[src/rtl/rename_pkg.sv]
// Shared rename-stage definitions: default register-file sizes, derived
// index widths, register typedefs and the free-list pointer sizing helper.
package rename_pkg;

    localparam int RN_ARCH_REGS = 32;
    localparam int RN_PHYS_REGS = 64;
    localparam int RN_AREG_W    = $clog2(RN_ARCH_REGS);
    localparam int RN_PREG_W    = $clog2(RN_PHYS_REGS);
    localparam int RN_FL_DEPTH  = RN_PHYS_REGS - RN_ARCH_REGS;

    typedef logic [RN_AREG_W-1:0] areg_t;
    typedef logic [RN_PREG_W-1:0] preg_t;

    // Free-list pointer width: index bits plus one wrap bit.
    function automatic int fl_ptr_width(input int depth);
        if (depth <= 1) begin
            return 2;
        end else begin
            return $clog2(depth) + 1;
        end
    endfunction

endpackage

[src/rtl/rename_free_list.sv]
// Circular free list of physical registers. head is the speculative
// allocation pointer, chead the committed allocation pointer and tail the
// return pointer. A flush rewinds head to chead in a single cycle.
module rename_free_list
    import rename_pkg::*;
#(
    parameter int ARCH_REGS = RN_ARCH_REGS,
    parameter int PHYS_REGS = RN_PHYS_REGS
)(
    input  logic                          clk,
    input  logic                          rst,
    input  logic                          pop,
    input  logic                          push,
    input  logic [$clog2(PHYS_REGS)-1:0]  push_data,
    input  logic                          commit,
    input  logic                          flush,
    output logic [$clog2(PHYS_REGS)-1:0]  pop_data,
    output logic [$clog2(PHYS_REGS):0]    count
);

    localparam int PREG_W   = $clog2(PHYS_REGS);
    localparam int CNT_W    = PREG_W + 1;
    localparam int FL_DEPTH = PHYS_REGS - ARCH_REGS;
    localparam int PTR_W    = fl_ptr_width(FL_DEPTH);
    localparam int IDX_W    = PTR_W - 1;

    logic [PREG_W-1:0] fl_mem_r [FL_DEPTH];
    logic [PTR_W-1:0]  head_r;
    logic [PTR_W-1:0]  chead_r;
    logic [PTR_W-1:0]  tail_r;
    logic [CNT_W-1:0]  count_s;

    // Advance a pointer modulo FL_DEPTH, toggling the wrap bit on wrap.
    function automatic logic [PTR_W-1:0] ptr_inc(input logic [PTR_W-1:0] p);
        logic [PTR_W-1:0] r;
        if (p[IDX_W-1:0] == IDX_W'(FL_DEPTH - 1)) begin
            r = {~p[PTR_W-1], {IDX_W{1'b0}}};
        end else begin
            r = {p[PTR_W-1], p[IDX_W-1:0] + IDX_W'(1)};
        end
        return r;
    endfunction

    // Pointer and storage update: push/commit on retire, pop or rewind on flush.
    always_ff @(posedge clk) begin
        if (rst) begin
            for (int k = 0; k < FL_DEPTH; k++) begin
                fl_mem_r[k] <= PREG_W'(ARCH_REGS + k);
            end
            head_r  <= {PTR_W{1'b0}};
            chead_r <= {PTR_W{1'b0}};
            tail_r  <= {1'b1, {IDX_W{1'b0}}};
        end else begin
            if (push) begin
                fl_mem_r[tail_r[IDX_W-1:0]] <= push_data;
                tail_r <= ptr_inc(tail_r);
            end
            if (commit) begin
                chead_r <= ptr_inc(chead_r);
            end
            if (flush) begin
                head_r <= commit ? ptr_inc(chead_r) : chead_r;
            end else if (pop) begin
                head_r <= ptr_inc(head_r);
            end
        end
    end

    // Occupancy from tail minus head, accounting for the wrap bit.
    always_comb begin
        if (tail_r[PTR_W-1] == head_r[PTR_W-1]) begin
            count_s = CNT_W'(tail_r[IDX_W-1:0]) - CNT_W'(head_r[IDX_W-1:0]);
        end else begin
            count_s = CNT_W'(FL_DEPTH) + CNT_W'(tail_r[IDX_W-1:0])
                    - CNT_W'(head_r[IDX_W-1:0]);
        end
    end

    assign pop_data = fl_mem_r[head_r[IDX_W-1:0]];
    assign count    = count_s;

endmodule

[src/rtl/rename_map_unit.sv]
// Register rename stage: speculative and committed RATs, a checkpointed free
// list, and a single registered output slot with valid/ready handshake.
module rename_map_unit
    import rename_pkg::*;
#(
    parameter int ARCH_REGS = RN_ARCH_REGS,
    parameter int PHYS_REGS = RN_PHYS_REGS,
    localparam int AREG_W   = $clog2(ARCH_REGS),
    localparam int PREG_W   = $clog2(PHYS_REGS)
)(
    input  logic              clk,
    input  logic              rst,
    input  logic              in_valid,
    output logic              in_ready,
    input  logic [AREG_W-1:0] in_rs1,
    input  logic [AREG_W-1:0] in_rs2,
    input  logic [AREG_W-1:0] in_rd,
    input  logic              in_writes_rd,
    output logic              out_valid,
    input  logic              out_ready,
    output logic [PREG_W-1:0] out_ps1,
    output logic [PREG_W-1:0] out_ps2,
    output logic [PREG_W-1:0] out_pd,
    output logic [PREG_W-1:0] out_old_pd,
    input  logic              retire_valid,
    input  logic              retire_writes_rd,
    input  logic [AREG_W-1:0] retire_rd,
    input  logic [PREG_W-1:0] retire_pd,
    input  logic [PREG_W-1:0] retire_old_pd,
    input  logic              flush,
    output logic [PREG_W:0]   free_count
);

    logic [PREG_W-1:0] rat_r  [ARCH_REGS];
    logic [PREG_W-1:0] crat_r [ARCH_REGS];

    logic              out_valid_r;
    logic [PREG_W-1:0] out_ps1_r;
    logic [PREG_W-1:0] out_ps2_r;
    logic [PREG_W-1:0] out_pd_r;
    logic [PREG_W-1:0] out_old_pd_r;

    logic              alloc_s;
    logic              in_ready_s;
    logic              accept_s;
    logic              pop_s;
    logic              retire_s;
    logic [PREG_W-1:0] fl_head_s;
    logic [PREG_W:0]   fl_count_s;
    logic [PREG_W-1:0] ps1_s;
    logic [PREG_W-1:0] ps2_s;
    logic [PREG_W-1:0] old_pd_s;

    assign alloc_s  = in_writes_rd && (in_rd != {AREG_W{1'b0}});
    assign retire_s = retire_valid && retire_writes_rd && (retire_rd != {AREG_W{1'b0}});
    assign accept_s = in_valid && in_ready_s;
    assign pop_s    = accept_s && alloc_s;

    // Acceptance: no flush, output slot free or draining, and a free register if one is needed.
    always_comb begin
        in_ready_s = 1'b0;
        if (flush) begin
            in_ready_s = 1'b0;
        end else if (out_valid_r && !out_ready) begin
            in_ready_s = 1'b0;
        end else if (alloc_s && (fl_count_s == {(PREG_W+1){1'b0}})) begin
            in_ready_s = 1'b0;
        end else begin
            in_ready_s = 1'b1;
        end
    end

    // Source and previous-destination lookups; x0 always reads physical 0.
    always_comb begin
        ps1_s    = {PREG_W{1'b0}};
        ps2_s    = {PREG_W{1'b0}};
        old_pd_s = {PREG_W{1'b0}};
        if (in_rs1 != {AREG_W{1'b0}}) begin
            ps1_s = rat_r[in_rs1];
        end else begin
            ps1_s = {PREG_W{1'b0}};
        end
        if (in_rs2 != {AREG_W{1'b0}}) begin
            ps2_s = rat_r[in_rs2];
        end else begin
            ps2_s = {PREG_W{1'b0}};
        end
        if (alloc_s) begin
            old_pd_s = rat_r[in_rd];
        end else begin
            old_pd_s = {PREG_W{1'b0}};
        end
    end

    rename_free_list #(
        .ARCH_REGS (ARCH_REGS),
        .PHYS_REGS (PHYS_REGS)
    ) u_free_list (
        .clk       (clk),
        .rst       (rst),
        .pop       (pop_s),
        .push      (retire_s),
        .push_data (retire_old_pd),
        .commit    (retire_s),
        .flush     (flush),
        .pop_data  (fl_head_s),
        .count     (fl_count_s)
    );

    // RAT maintenance: committed map on retire, speculative map on allocate or flush restore.
    always_ff @(posedge clk) begin
        if (rst) begin
            for (int i = 0; i < ARCH_REGS; i++) begin
                rat_r[i]  <= PREG_W'(i);
                crat_r[i] <= PREG_W'(i);
            end
        end else begin
            if (retire_s) begin
                crat_r[retire_rd] <= retire_pd;
            end
            if (flush) begin
                for (int i = 0; i < ARCH_REGS; i++) begin
                    rat_r[i] <= (retire_s && (retire_rd == AREG_W'(i))) ? retire_pd : crat_r[i];
                end
            end else if (pop_s) begin
                rat_r[in_rd] <= fl_head_s;
            end
        end
    end

    // Output slot: load on accept, clear on flush or drain, otherwise hold.
    always_ff @(posedge clk) begin
        if (rst) begin
            out_valid_r  <= 1'b0;
            out_ps1_r    <= {PREG_W{1'b0}};
            out_ps2_r    <= {PREG_W{1'b0}};
            out_pd_r     <= {PREG_W{1'b0}};
            out_old_pd_r <= {PREG_W{1'b0}};
        end else if (flush) begin
            out_valid_r <= 1'b0;
        end else if (accept_s) begin
            out_valid_r  <= 1'b1;
            out_ps1_r    <= ps1_s;
            out_ps2_r    <= ps2_s;
            out_pd_r     <= alloc_s ? fl_head_s : {PREG_W{1'b0}};
            out_old_pd_r <= old_pd_s;
        end else if (out_ready) begin
            out_valid_r <= 1'b0;
        end
    end

    assign in_ready   = in_ready_s;
    assign out_valid  = out_valid_r;
    assign out_ps1    = out_ps1_r;
    assign out_ps2    = out_ps2_r;
    assign out_pd     = out_pd_r;
    assign out_old_pd = out_old_pd_r;
    assign free_count = fl_count_s;

endmodule

[config.mk]
export PLATFORM = sky130hd
export DESIGN_NAME = rename_map_unit
export DESIGN_NICKNAME = d
export VERILOG_FILES = /design/src/rtl/rename_pkg.sv /design/src/rtl/rename_free_list.sv /design/src/rtl/rename_map_unit.sv
export SDC_FILE = /design/constraint.sdc
export NUM_CORES = 1
export LEC_CHECK = 0
export CORE_ASPECT_RATIO = 0.8
export CORE_UTILIZATION = 55
export CTS_CLUSTER_DIAMETER = 50
export DETAILED_ROUTE_END_ITERATION = 12
export HOLD_SLACK_MARGIN = 0.15
export MAX_ROUTING_LAYER = met4
export PLACE_DENSITY_LB_ADDON = 0.2
export SYNTH_ARGS = -nofsm -noshare
export SYNTH_HDL_FRONTEND = slang
export SYNTH_SLANG_ARGS = --single-unit
[constraint.sdc]
create_clock -name clk -period 5.55 [get_ports clk]
set_input_delay 0.8325 -clock clk [delete_from_list [all_inputs] [get_ports clk]]
set_output_delay 0.8325 -clock clk [all_outputs]
set_load 0.005 [all_outputs]
==> impl_metrics.ini <==
[layout]
finalNonFillerCells = 3398
areaGrowthSynthToFinish_pct = 10.05
fill_cells = 4703
drive_gt1_frac = 0.2097
nets = 2565

[drt]
viasPerCell = 6.795
vias = 23090
wirelength_um = 98450
first_pass_iters = 5
wl_per_cell_um = 28.97
drt.antenna.violating_nets = 0
drc = 0
drtIter0Drc = 3273

[sta]
hold_violations = 0
setup_viol = 0
worst_slew_pin_slew_ps = 1132
timing.final.crit_share = 0.8385
rsz0062_at_grt = false
skew_ps = 27.35
period_needed_ps = 4653
slew_violations = 0
max_freq_mhz = 214.9
setup_tns_ps = 0
relSlewSlack = 0.2393

[grt]
grt_pass1_vias = 22010
grt.total_usage = 0.3298
grt_antenna_before_repair = 7
grt-ovfl-total = 0
grt_start_max_net_pins = 74
grt_first_pass_wirelength_um = 147100

[synthesis]
netlist_area_sq_um = 33930
synth_edf_count = 576
synthCells = 2522
avgSynthCellArea_sq_um = 13.45
ys_types = 71
ys_ff_latch = 624
ys_warn_count = 0
synth-async-reset-ratio = 0
synth-main-ff-cell = edfxtp_1
seq_area_frac_synth = 0.5381

[cts]
worstSkewPairLatency_ps = 620
cts_buffers = 67
cts_tree = built
cts-root-buf = clkbuf_16
cts.clk_slew.worst_paths_ps = 60
clock_path_buffers = 3
post_cts_resized = 0
cts.sinks = 624
cts_setup_buffers = 0
holdBufCountCts = 0
cts_max_level = 3

[pwr]
p_per_area_nw_per_um2 = 299.5
power_leakage_uw = 0.01194
peakVddDrop_mv = 0.2456

[setup_path]
required_ps = 4720
critPathLaunchType = flip-flop
path_cells = inv_1 -> ha_1 -> inv_1 -> fa_1 -> nand2b_1 -> a2111oi_2 -> o221ai_2 -> or3_4 -> and2_1 -> clkdlybuf4s50_1
reg2regPathDepth = 11
slowest_stage = or3_4
end_kind = output port
crit_top_cell = inv_1
crit_fanout = 14
critPathKind = flip-flop to output port
ff2ff_setup_slack_ps = 1260
critPathMaxStageDelay_ps = 480
timing.rr.start = u_free_list.tail_r[0]$_SDFFE_PP0P_
reg2reg_to = rat_r[5][4]$_DFFE_PP_
crit_arrival_ps = 3820

[floorplan]
die_h_um = 224.1
coreArea_sq_um = 61010
die_x_um = 279.7
row_count = 81
die_area_sq_um = 62690
start_util = 0.5561
io_pins = 73

[place]
place_congestion = 0.9758
dp_cells = 3271
dp_hpwl_um = 67790
io_buffers = 72

[min_path]
worstHoldPathCells = 1
min_path_type = flip-flop to flip-flop
hp-start = out_pd[1]$_SDFFE_PP0P_
whs_endpoint = out_pd[1]$_SDFFE_PP0P_

[job]
max-cap-violations = 0

[run_status]
outcome = finished, final reports clean
-- critical path, delay by kind of cell (launching register included) --
kind,cells,cell delay [ps]
and+or+nand+nor,3,840
buffers and inverters,3,650
adders and majority gates,2,650
AOI/OAI and AO/OA,2,610
DFF,1,440
-- synth_stat cells, types with 4 or more instances --
cell	n	area (sq um)
a22oi_1	34	255.2
o22ai_1	75	469.2
and3_1	23	143.9
a21o_1	9	67.56
or3_1	115	719.4
mux4_2	205	4617
inv_1	20	75.07
ha_1	14	175.2
or2_2	78	488.0
buf_4	4	30.03
mux2i_1	211	2112
a211oi_1	30	225.2
nor2b_1	40	250.2
nor2_1	124	465.5
nand3b_1	5	37.54
o211ai_1	5	37.54
buf_6	6	67.56
nor3b_4	4	75.07
nand2_1	115	431.7
o2bb2ai_1	21	183.9
o21ai_0	77	385.4
nor3_2	4	40.04
buf_2	46	230.2
nand4_1	5	31.28
clkbuf_1	169	634.4
nor3_1	56	280.3
mux2_2	30	337.8
buf_1	10	37.54
a31oi_1	10	62.56
xor2_1	4	35.03
nand2b_1	64	400.4
and2_1	137	857.1
a221oi_1	6	52.55
dfxtp_1	48	960.9
nor3b_1	5	37.54
edfxtp_1	576	17300
mux4_1	13	341.6
or4_1	4	30.03
nor4_4	5	106.4
nand3_1	24	120.1
a21oi_1	41	205.2
-- worst max path at each step --
stage,from,end
after floorplan,u_free_list.tail_r[0]$_SDFFE_PP0P_,in_ready
after global placement,flush,rat_r[5][4]$_DFFE_PP_
after detailed placement,flush,rat_r[19][4]$_DFFE_PP_
after CTS,u_free_list.tail_r[0]$_SDFFE_PP0P_,in_ready
after global routing,u_free_list.tail_r[0]$_SDFFE_PP0P_,in_ready
final,u_free_list.tail_r[0]$_SDFFE_PP0P_,in_ready
-- flip-flops by register name (all words and copies together), names as in the netlist, named ones only --
| signal | cells |
|---|---|
| out_valid | 1 |
| u_free_list.head_r | 6 |
| out_old_pd | 6 |
| crat_r | 192 |
| out_ps2 | 6 |
| u_free_list.fl_mem_r | 192 |
| out_pd | 6 |
| u_free_list.tail_r | 6 |
| out_ps1 | 6 |
| u_free_list.chead_r | 6 |
| rat_r | 192 |
-- placed cells by master, fill, tap and decap left out, types with 34 or more instances in the layout --
master,Yosys,layout
and2_1,137,137
mux4_2,205,205
nor2_1,124,123
a22oi_1,34,34
buf_4,4,85
nand2_1,115,115
o22ai_1,75,75
dfxtp_1,48,46
nand2b_1,64,63
clkdlybuf4s50_1,0,59
clkbuf_16,0,70
edfxtp_1,576,576
nor3_1,56,56
or3_1,115,115
mux2i_1,211,211
nor2b_1,40,39
o21ai_0,77,77
or2_2,78,78
a21oi_1,41,41
-- power breakdown --
part | switching (uW) | internal [uW] | leakage, uW | total (uW)
clock network | 1910 | 2500 | 0.00104 | 4410
registers | 154 | 5360 | 0.00579 | 5510
logic | 746 | 521 | 0.00511 | 1270
total | 2810 | 8380 | 0.0119 | 11200
-- routing by layer --
| layer | GRT usage | wire length, um | vias to the layer above |
|---|---|---|---|
| met5 | - | 0 | - |
| met4 | 0.09625 | 2988 | 0 |
| met3 | 0.07249 | 11630 | 200 |
| met2 | 0.4687 | 43430 | 1508 |
| met1 | 0.4772 | 40410 | 11580 |
| li1 | - | - | 9801 |
-- area by class of cell --
cell class	count	area [sq um]	area share
Inverter	20	75.07	0.002011
Clock inverter	32	280.3	0.007506
Multi-Input combinational cell	1644	14550	0.3896
Tap cell	830	1039	0.02781
Antenna cell	7	17.52	0.0004692
Clock buffer	88	1839	0.04926
Sequential cell	624	18260	0.4891
Timing Repair Buffer	153	1280	0.03428
-- cell families after synthesis --
family,synth area share
compound gates,0.06598
xor+xnor,0.001032
fa+ha+maj,0.005753
buf+inv,0.03389
flops,0.5381
mux,0.2184
other cells,0.0001105
simple gates,0.1367
-- stage by stage --
stage                     worst slack, ps  total power, uW  hold slack [ps]    util  area [sq um]
after global routing                711.4            11450            480.4  0.6120         37340
final                               896.5            11180            464.4  0.6120         37340
after detailed placement             1163             6843            449.5  0.5769         35200
after global placement               1314             6814            445.6  0.5769         35200
after floorplan                      2154             6337            455.8       -         33950
after CTS                           895.2            11160            466.0  0.6117         37320
No activity file was read; power rests on OpenSTA's default activity.
